## src/rtl/spi_axil_cmd_master.sv

```systemverilog
// Command FIFO feeding a single-outstanding AXI4-Lite master toward the spi_intface slave port.
// Completions (read data or timeout error) are returned in strict command order.
module spi_axil_cmd_master #(
    parameter int unsigned FIFO_DEPTH = 4,
    parameter int unsigned TIMEOUT    = 255,
    parameter int unsigned ADDR_W     = 8
) (
    input  logic              S_SYSCLK,
    input  logic              S_RESET,
    input  logic              CMD_VALID,
    output logic              CMD_READY,
    input  logic              CMD_WR,
    input  logic [ADDR_W-1:0] CMD_ADDR,
    input  logic [31:0]       CMD_WDATA,
    output logic              RSP_VALID,
    input  logic              RSP_READY,
    output logic [31:0]       RSP_RDATA,
    output logic              RSP_ERR,
    output logic [ADDR_W-1:0] M_AWADDR,
    output logic              M_AWVALID,
    input  logic              M_AWREADY,
    output logic [31:0]       M_WDATA,
    output logic              M_WVALID,
    input  logic              M_WREADY,
    input  logic              M_BVALID,
    output logic              M_BREADY,
    output logic [ADDR_W-1:0] M_ARADDR,
    output logic              M_ARVALID,
    input  logic              M_ARREADY,
    input  logic [31:0]       M_RDATA,
    input  logic              M_RVALID,
    output logic              M_RREADY
);

    localparam int unsigned PTR_W = $clog2(FIFO_DEPTH);
    localparam int unsigned CNT_W = $clog2(FIFO_DEPTH + 1);
    localparam int unsigned TMR_W = $clog2(TIMEOUT + 1);

    typedef enum logic [2:0] {IDLE, WADDR, WRESP, RADDR, RDATA, RSP} state_t;

    state_t            state_q, state_d;
    logic [TMR_W-1:0]  timer_q, timer_d;

    logic              fifo_wr   [FIFO_DEPTH];
    logic [ADDR_W-1:0] fifo_addr [FIFO_DEPTH];
    logic [31:0]       fifo_data [FIFO_DEPTH];
    logic [PTR_W-1:0]  wr_ptr, rd_ptr;
    logic [CNT_W-1:0]  count;
    logic              full, empty, push, pop;

    logic              awvalid_d, wvalid_d, bready_d, arvalid_d, rready_d;
    logic              rsp_valid_d, rsp_err_d;
    logic [31:0]       rsp_rdata_d, wdata_d;
    logic [ADDR_W-1:0] awaddr_d, araddr_d;

    assign full      = (count == CNT_W'(FIFO_DEPTH));
    assign empty     = (count == '0);
    assign CMD_READY = !full;
    assign push      = CMD_VALID && !full;

    always_ff @(posedge S_SYSCLK) begin
        if (push) begin
            fifo_wr[wr_ptr]   <= CMD_WR;
            fifo_addr[wr_ptr] <= CMD_ADDR;
            fifo_data[wr_ptr] <= CMD_WDATA;
        end
    end

    always_ff @(posedge S_SYSCLK or posedge S_RESET) begin
        if (S_RESET) begin
            wr_ptr <= '0;
            rd_ptr <= '0;
            count  <= '0;
        end else begin
            if (push) wr_ptr <= wr_ptr + PTR_W'(1);
            if (pop)  rd_ptr <= rd_ptr + PTR_W'(1);
            if (push && !pop)      count <= count + CNT_W'(1);
            else if (!push && pop) count <= count - CNT_W'(1);
        end
    end

    always_ff @(posedge S_SYSCLK or posedge S_RESET) begin
        if (S_RESET) begin
            state_q   <= IDLE;
            timer_q   <= '0;
            M_AWVALID <= 1'b0;
            M_WVALID  <= 1'b0;
            M_BREADY  <= 1'b0;
            M_ARVALID <= 1'b0;
            M_RREADY  <= 1'b0;
            M_AWADDR  <= '0;
            M_WDATA   <= '0;
            M_ARADDR  <= '0;
            RSP_VALID <= 1'b0;
            RSP_RDATA <= '0;
            RSP_ERR   <= 1'b0;
        end else begin
            state_q   <= state_d;
            timer_q   <= timer_d;
            M_AWVALID <= awvalid_d;
            M_WVALID  <= wvalid_d;
            M_BREADY  <= bready_d;
            M_ARVALID <= arvalid_d;
            M_RREADY  <= rready_d;
            M_AWADDR  <= awaddr_d;
            M_WDATA   <= wdata_d;
            M_ARADDR  <= araddr_d;
            RSP_VALID <= rsp_valid_d;
            RSP_RDATA <= rsp_rdata_d;
            RSP_ERR   <= rsp_err_d;
        end
    end

    always_comb begin
        state_d     = state_q;
        timer_d     = timer_q;
        pop         = 1'b0;
        awvalid_d   = M_AWVALID;
        wvalid_d    = M_WVALID;
        bready_d    = M_BREADY;
        arvalid_d   = M_ARVALID;
        rready_d    = M_RREADY;
        awaddr_d    = M_AWADDR;
        wdata_d     = M_WDATA;
        araddr_d    = M_ARADDR;
        rsp_valid_d = RSP_VALID;
        rsp_rdata_d = RSP_RDATA;
        rsp_err_d   = RSP_ERR;
        case (state_q)
            IDLE: begin
                if (!empty) begin
                    pop = 1'b1;
                    if (fifo_wr[rd_ptr]) begin
                        state_d   = WADDR;
                        awvalid_d = 1'b1;
                        wvalid_d  = 1'b1;
                        awaddr_d  = fifo_addr[rd_ptr];
                        wdata_d   = fifo_data[rd_ptr];
                    end else begin
                        state_d   = RADDR;
                        arvalid_d = 1'b1;
                        araddr_d  = fifo_addr[rd_ptr];
                    end
                end
            end
            WADDR: begin
                // AW and W retire independently; move on once both next-values are low
                if (M_AWVALID && M_AWREADY) awvalid_d = 1'b0;
                if (M_WVALID && M_WREADY)   wvalid_d  = 1'b0;
                if (!awvalid_d && !wvalid_d) begin
                    state_d  = WRESP;
                    bready_d = 1'b1;
                    timer_d  = '0;
                end
            end
            WRESP: begin
                if (M_BVALID && M_BREADY) begin
                    state_d     = RSP;
                    bready_d    = 1'b0;
                    rsp_valid_d = 1'b1;
                    rsp_rdata_d = '0;
                    rsp_err_d   = 1'b0;
                end else if (timer_q == TMR_W'(TIMEOUT - 1)) begin
                    state_d     = RSP;
                    bready_d    = 1'b0;
                    rsp_valid_d = 1'b1;
                    rsp_rdata_d = '0;
                    rsp_err_d   = 1'b1;
                end else begin
                    timer_d = timer_q + TMR_W'(1);
                end
            end
            RADDR: begin
                if (M_ARVALID && M_ARREADY) begin
                    state_d   = RDATA;
                    arvalid_d = 1'b0;
                    rready_d  = 1'b1;
                    timer_d   = '0;
                end
            end
            RDATA: begin
                if (M_RVALID && M_RREADY) begin
                    state_d     = RSP;
                    rready_d    = 1'b0;
                    rsp_valid_d = 1'b1;
                    rsp_rdata_d = M_RDATA;
                    rsp_err_d   = 1'b0;
                end else if (timer_q == TMR_W'(TIMEOUT - 1)) begin
                    state_d     = RSP;
                    rready_d    = 1'b0;
                    rsp_valid_d = 1'b1;
                    rsp_rdata_d = '0;
                    rsp_err_d   = 1'b1;
                end else begin
                    timer_d = timer_q + TMR_W'(1);
                end
            end
            RSP: begin
                if (RSP_READY) begin
                    state_d     = IDLE;
                    rsp_valid_d = 1'b0;
                end
            end
            default: state_d = IDLE;
        endcase
    end

endmodule

```

## config.mk

```make
export PLATFORM = sky130hd
export DESIGN_NAME = spi_axil_cmd_master
export DESIGN_NICKNAME = d
export VERILOG_FILES = /design/src/rtl/spi_axil_cmd_master.sv
export SDC_FILE = /design/constraint.sdc
export NUM_CORES = 1
export LEC_CHECK = 0
export CAP_MARGIN = 20
export CORE_MARGIN = 8
export CORE_UTILIZATION = 35
export CTS_BUF_LIST = sky130_fd_sc_hd__clkbuf_8
export DETAILED_ROUTE_END_ITERATION = 16
export SLEW_MARGIN = 20
export SYNTH_ARGS = -nofsm -noshare
export SYNTH_HDL_FRONTEND = slang
export SYNTH_SLANG_ARGS = --single-unit
```

## constraint.sdc

```tcl
create_clock -name S_SYSCLK -period 6.5 [get_ports S_SYSCLK]
set_input_delay 0.65 -clock S_SYSCLK [delete_from_list [all_inputs] [get_ports S_SYSCLK]]
set_output_delay 0.65 -clock S_SYSCLK [all_outputs]
set_load 0.05 [all_outputs]
```

==> results of run 1 <==
[synth_stat cells (2+ instances only)]
cell        n  area, um2
dfrtp_1   105       2630
edfxtp_1  164       4920
or3_1       2       12.5
mux2_2     12        135
a31oi_1    10       62.6
nor3_1      5       25.0
a211oi_1    2       15.0
a41oi_1     3       26.3
mux4_2     41        923
a21oi_1     4       20.0
and2_1      4       25.0
inv_1      39        146
buf_2      12       60.1
mux2_1     40        450
o21ai_0    34        170
xnor2_1     5       43.8
a22oi_1    34        255
nor3b_2     2       25.0
nand3_1     4       20.0
and3_1      6       37.5
nor2b_1     3       18.8
nor2_1      8       30.0
xor2_1      2       17.5
buf_6       4       45.0
nand2b_1    3       18.8
clkbuf_1   12       45.0
ha_1        7       87.6
nand2_1    17       63.8
[stage by stage]
stage	total power [mW]	area (um2)	instances	utilization [%]
global placement	5.80	12700	1147	42.6
global route	7.50	13500	1230	45.4
detailed placement	5.84	12700	1147	42.6
CTS	7.22	13500	1229	45.4
floorplan	4.82	10600	609	-
finish	7.08	13500	1230	45.4
[path summary, 6_finish.rpt]
kind	end	slack, ns	depth (start not counted)
max	M_WDATA[25]	3.68	3
min	M_WDATA[20]	0.49	1
max reg2reg	M_WDATA[25]	3.68	3
min reg2reg	M_WDATA[20]	0.49	1
max in group asynchronous	rd_ptr[0]	4.60	3
min in group asynchronous	RSP_RDATA[12]	0.59	2
[kinds of logic after synthesis]
| family | after synthesis |
|---|---|
| flip-flops | 269 |
| buffers and inverters | 70 |
| AND/OR/NAND/NOR | 62 |
| AO/OA/AOI/OAI | 100 |
| adder cells (fa/ha/maj) | 8 |
| multiplexers | 93 |
| XOR/XNOR | 7 |
[cells in the final DEF (no fill, tap or decap), types with 9 or more instances in the layout]
| master | instances |
|---|---|
| inv_1 | 56 |
| mux2_1 | 40 |
| clkbuf_8 | 48 |
| a31oi_1 | 10 |
| o21ai_0 | 34 |
| a22oi_1 | 34 |
| edfxtp_1 | 164 |
| nand2_1 | 17 |
| mux2_2 | 12 |
| mux4_2 | 41 |
| dfrtp_1 | 103 |
| clkdlybuf4s50_1 | 169 |
| buf_4 | 9 |
[where the power goes]
| part | switching [mW] | internal, mW | total [mW] | leakage, nW |
|---|---|---|---|---|
| logic | 1.80 | 1.18 | 2.98 | 1.91 |
| clock network | 0.652 | 0.688 | 1.34 | 0.491 |
| registers | 0.394 | 2.37 | 2.76 | 2.69 |
| total | 2.85 | 4.24 | 7.08 | 5.09 |
[area by class of cell]
cell class              instances  area [um2]
well taps                     390         488
flip-flops and latches        269        7560
inverters                      40         153
multi-input cells             270        2710
clock buffers                  48         661
clock inverters                34         159
repair buffers                178        1760
fillers                      2616       16200
diodes                          1        2.50
[routing by layer]
metal	track usage (%)	share of wire (%)
met3	3.46	5.6
met5	0	0.056
met4	3.97	1.8
met1	17.7	47
met2	20.3	46
[worst reg2reg max path, delay by kind of cell (launching register included)]
kind	cells	cell delay (ns)
and+or+nand+nor	1	0.55
DFF	1	1.04
muxes	2	1.13
[registers in the layout, indices dropped and copies added, names as in the netlist]
| signal | cells |
|---|---|
| RSP_VALID | 1 |
| M_AWADDR | 8 |
| M_ARVALID | 1 |
| fifo_addr | 32 |
| count | 3 |
| RSP_RDATA | 32 |
| M_ARADDR | 8 |
| fifo_data | 128 |
| timer_q | 8 |
| M_WDATA | 32 |
| M_AWVALID | 1 |
| rd_ptr | 2 |
| RSP_ERR | 1 |
| fifo_wr | 4 |
| M_BREADY | 1 |
| M_WVALID | 1 |
| state_q | 3 |
| wr_ptr | 2 |
| M_RREADY | 1 |
==> qor.csv, run 1 <==
metric,value,unit
outcome,completed,
cp-startpoint,rd_ptr[0],
dp_slack,3.58,ns
synth_compound_area_share,6.32,%
worst_hold_slack,0.491,ns
setup_violations,0,
synthSimpleGateAreaFrac,3.42,%
max_slew_margin,38.4,%
synth_area,10600,um2
netlist_instances,609,
syn_area_per_cell,17.4,um2
route.detailed.drc,0,
drive_gt1_share,16.1,%
die_h,190,um
die_x,190,um
p_leak,5.09,nW
drv_cap,0,
slew_violations,0,
crit_chain,mux4_2 > nand2_4 > mux2_2,
max_freq,355,MHz
grt_overflow,0,
fin_setup_tns,0,ns
synth-edff-count,164,
ant_nets,0,
yosys_register_bits,269,
cts_tree,built,
grt_pass1_wl,37200,um
required,6.94,ns
gp_congestion,0.745,
hp-start,M_WDATA[20],
p_per_area,525,nW/um2
cts_made_buffers,45,
muxShareOfSynthArea,14.3,%
core-area,29700,um2
numPortBuffers,169,
cts_setup_buffers,0,
track_usage,13.0,%
antenna_found_initial,2,
area_growth_syn_to_layout,27.6,%
synth_fa_ha_area_share,1.02,%
critPathArrivalTime,3.25,ns
path_max_fanout,43,
cp_slowest_cell,dfrtp_4,
cpPeakStageDelay,1.04,ns
vias,5993,
core.rowCount,63,
initial_core_util,35.6,%
r2r_start,rd_ptr[0],
hold_violations,0,
rsz0062_at_grt,false,
vias_per_cell,4.87,
tightest_slew,0.924,ns
min_path_type,reg2reg,
synth_flop_cell,edfxtp_1,
insertion_delay,0.55,ns
dp_hpwl,14400,um
cp-start-kind,flip-flop,
cts_hold_buf,0,
grt_pass1_vias,6424,
cp-end-kind,flip-flop,
die_area,36000,um2
peakVddDrop,0.378,mV
synth.distinct_cells,53,
ctsResizeCount,0,
synth_top_family_by_area,multiplexers,
ys_seq_area_share,71.4,%
grt_start_max_net_pins,55,
path_buf_inv,0,
yosys_warnings,0,
skew,0.0257,ns
cts_num_sinks,269,
io_pins,170,
crit_family,multiplexers,
cts.htree.levels,2,
clk_path_buf_depth,3,
crit_type,reg2reg,
syn_nets,699,
drt_iter0_drc,289,
firstDrtPassIters,5,
synth_xor_area_share,0.580,%
post-route-period-util,43.3,%
routed_wirelength,23400,um
clkTransAtPathRegs,0.06,ns
synthArstFlopShare,39.0,%
setup_slack,3.68,ns
root_buffer,clkbuf_8,
period_needed,2.82,ns
wl_per_cell,19.0,um
layout.nets,894,
Note: power is estimated with default switching activity, not from simulation.
==> run 2: changes to the inputs <==
==> constraint.sdc (replaced) <==
create_clock -name S_SYSCLK -period 2.6 [get_ports S_SYSCLK]
set_input_delay 0.26 -clock S_SYSCLK [delete_from_list [all_inputs] [get_ports S_SYSCLK]]
set_output_delay 0.26 -clock S_SYSCLK [all_outputs]
set_load 0.05 [all_outputs]
==> qor.csv, run 2 (synthesized netlist as in run 1, its figures left out) <==
metric,value,unit
outcome,completed,
largest_reg_flops,128,
slew_violations,0,
io_pins,170,
cp_slowest_cell,clkdlybuf4s50_1,
clk_path_buf_depth,3,
cts_num_sinks,269,
insertion_delay,0.56,ns
min_path_type,in2async,
max_freq,434,MHz
cts.htree.levels,2,
rsz0062_at_grt,false,
clkTransAtPathRegs,0.06,ns
crit_type,reg2out,
antenna_found_initial,1,
p_comb_share,43.3,%
seqPwrFrac,36.6,%
die_x,190,um
p_int,11.0,mW
switching_power,7.23,mW
regMostFlops,fifo_data,
cp-start-kind,flip-flop,
track_usage,13.2,%
power_frac_clock,20.1,%
die_area,36000,um2
met2_usage,20.9,%
grt_start_max_net_pins,106,
use_met3,4.47,%
multi_input_area,2710,um2
cp-end-kind,output pin,
skew,0.0267,ns
numPortBuffers,169,
core.rowCount,63,
cts_made_buffers,46,
tightest_slew,0.689,ns
p_per_area,1330,nW/um2
core-area,29700,um2
route.detailed.drc,0,
mostFrequentLayoutCells,"169 x clkdlybuf4s50_1, 164 x edfxtp_1, 103 x dfrtp_1",
hold_violations,0,
cts_hold_buf,0,
die_h,190,um
stdcell_count,1239,
fin_util,46.2,%
sw_frac_of_total,39.6,%
peakVddDrop,0.799,mV
fillers,2600,
layout.nets,901,
required,2.34,ns
ant_nets,0,
drive_gt1_share,17.4,%
p_leak,5.19,nW
path_max_fanout,6,
insertedDiodeCount,0,
firstDrtPassIters,4,
seq_area,7560,um2
mostFrequentLayoutCell,clkdlybuf4s50_1,
drv_cap,0,
routed_wirelength,24000,um
crit_chain,nor2_1 > nand2_1 > clkdlybuf4s50_1,
setup_violations,0,
busiest_layer,met2,
grt_pass1_wl,37400,um
dp_hpwl,14600,um
critPathArrivalTime,2.05,ns
ctsResizeCount,0,
wl_per_cell,19.4,um
period_needed,2.31,ns
cts_setup_buffers,0,
root_buffer,clkbuf_8,
cpPeakStageDelay,0.86,ns
initial_core_util,35.6,%
gr-usage-met1,17.1,%
fin_setup_tns,0,ns
post-route-period-util,88.7,%
vias_per_cell,4.83,
grt_overflow,0,
cts_tree,built,
gp_congestion,0.756,
max_slew_margin,53.9,%
dp_cells,1153,
grt_pass1_vias,6503,
worst_hold_slack,0.241,ns
drt_iter0_drc,281,
vias,5986,
area_growth_syn_to_layout,29.8,%
## run 2: changes by cell type in the layout (fill, tap and decap cells not counted), sizes merged, moves of 2 or more
cell | previous run | this run
clkbuf | 48 | 53
inv | 60 | 58
buf | 9 | 15
clkinvlp | 0 | 2
clkinv | 14 | 12
## run 2: area by class of cell
class,count,share of cell area (%)
Clock buffer,53,5.31
Tap cell,390,3.55
Multi-Input combinational cell,270,19.8
Sequential cell,269,55.1
Timing Repair Buffer,184,13.9
Clock inverter,33,1.32
Inverter,40,1.12
## run 2: worst max-delay path: cells and delay by family, from the launching register on
family | cells | cell delay (ns)
flops | 1 | 0.42
buf+inv | 1 | 0.86
simple gates | 2 | 0.22
## run 2: through the flow
| stage | setup WS [ns] | cell area (um2) | total power, mW |
|---|---|---|---|
| after floorplan | 0.204 | 10600 | 12.0 |
| after global placement | 0.403 | 12800 | 14.7 |
| after detailed placement | 0.344 | 12800 | 14.8 |
| after CTS | 0.218 | 13700 | 18.6 |
| after global routing | 0.140 | 13700 | 19.3 |
| final | 0.294 | 13700 | 18.2 |
## run 2: power groups by stage
stage	clock [mW]	sequential, mW	combinational, mW
6_report	3.67	6.68	7.90
5_1_grt	4.00	6.83	8.45
4_1_cts	3.83	6.70	8.06
3_5_place_dp	0	6.76	8.02
3_3_place_gp	0	6.74	7.97
2_1_floorplan	0	8.85	3.19
## run 2: routing by layer
| metal | share of wire [%] | routed length (um) |
|---|---|---|
| met5 | 0.054 | 13 |
| met4 | 1.7 | 402 |
| met2 | 46 | 11100 |
| met3 | 7.3 | 1760 |
| met1 | 45 | 10700 |
## run 2: worst paths after layout
path                                 start         end  slack [ns]  depth (start not counted)
worst max-delay path              count[0]   CMD_READY        0.29                          3
worst min register to register  M_WDATA[1]  M_WDATA[1]        0.49                          1
worst min-delay path               S_RESET  M_WDATA[6]        0.24                          3
worst max register to register    count[0]    count[2]        0.34                          9
min in group S_SYSCLK            M_AWREADY   M_AWVALID        0.31                          2
max in group asynchronous          S_RESET   rd_ptr[0]        1.83                          3
==> run 3: changes to the inputs <==
--- a/config.mk
+++ b/config.mk
@@ -5,6 +5,7 @@
 export SDC_FILE = /design/constraint.sdc
 export NUM_CORES = 1
 export LEC_CHECK = 0
+export ABC_CLOCK_PERIOD_IN_PS = 2600
 export CAP_MARGIN = 20
 export CORE_MARGIN = 8
 export CORE_UTILIZATION = 35
==> results of run 3 <==
The final DEF is identical to that of run 2; final timing and power are the same.
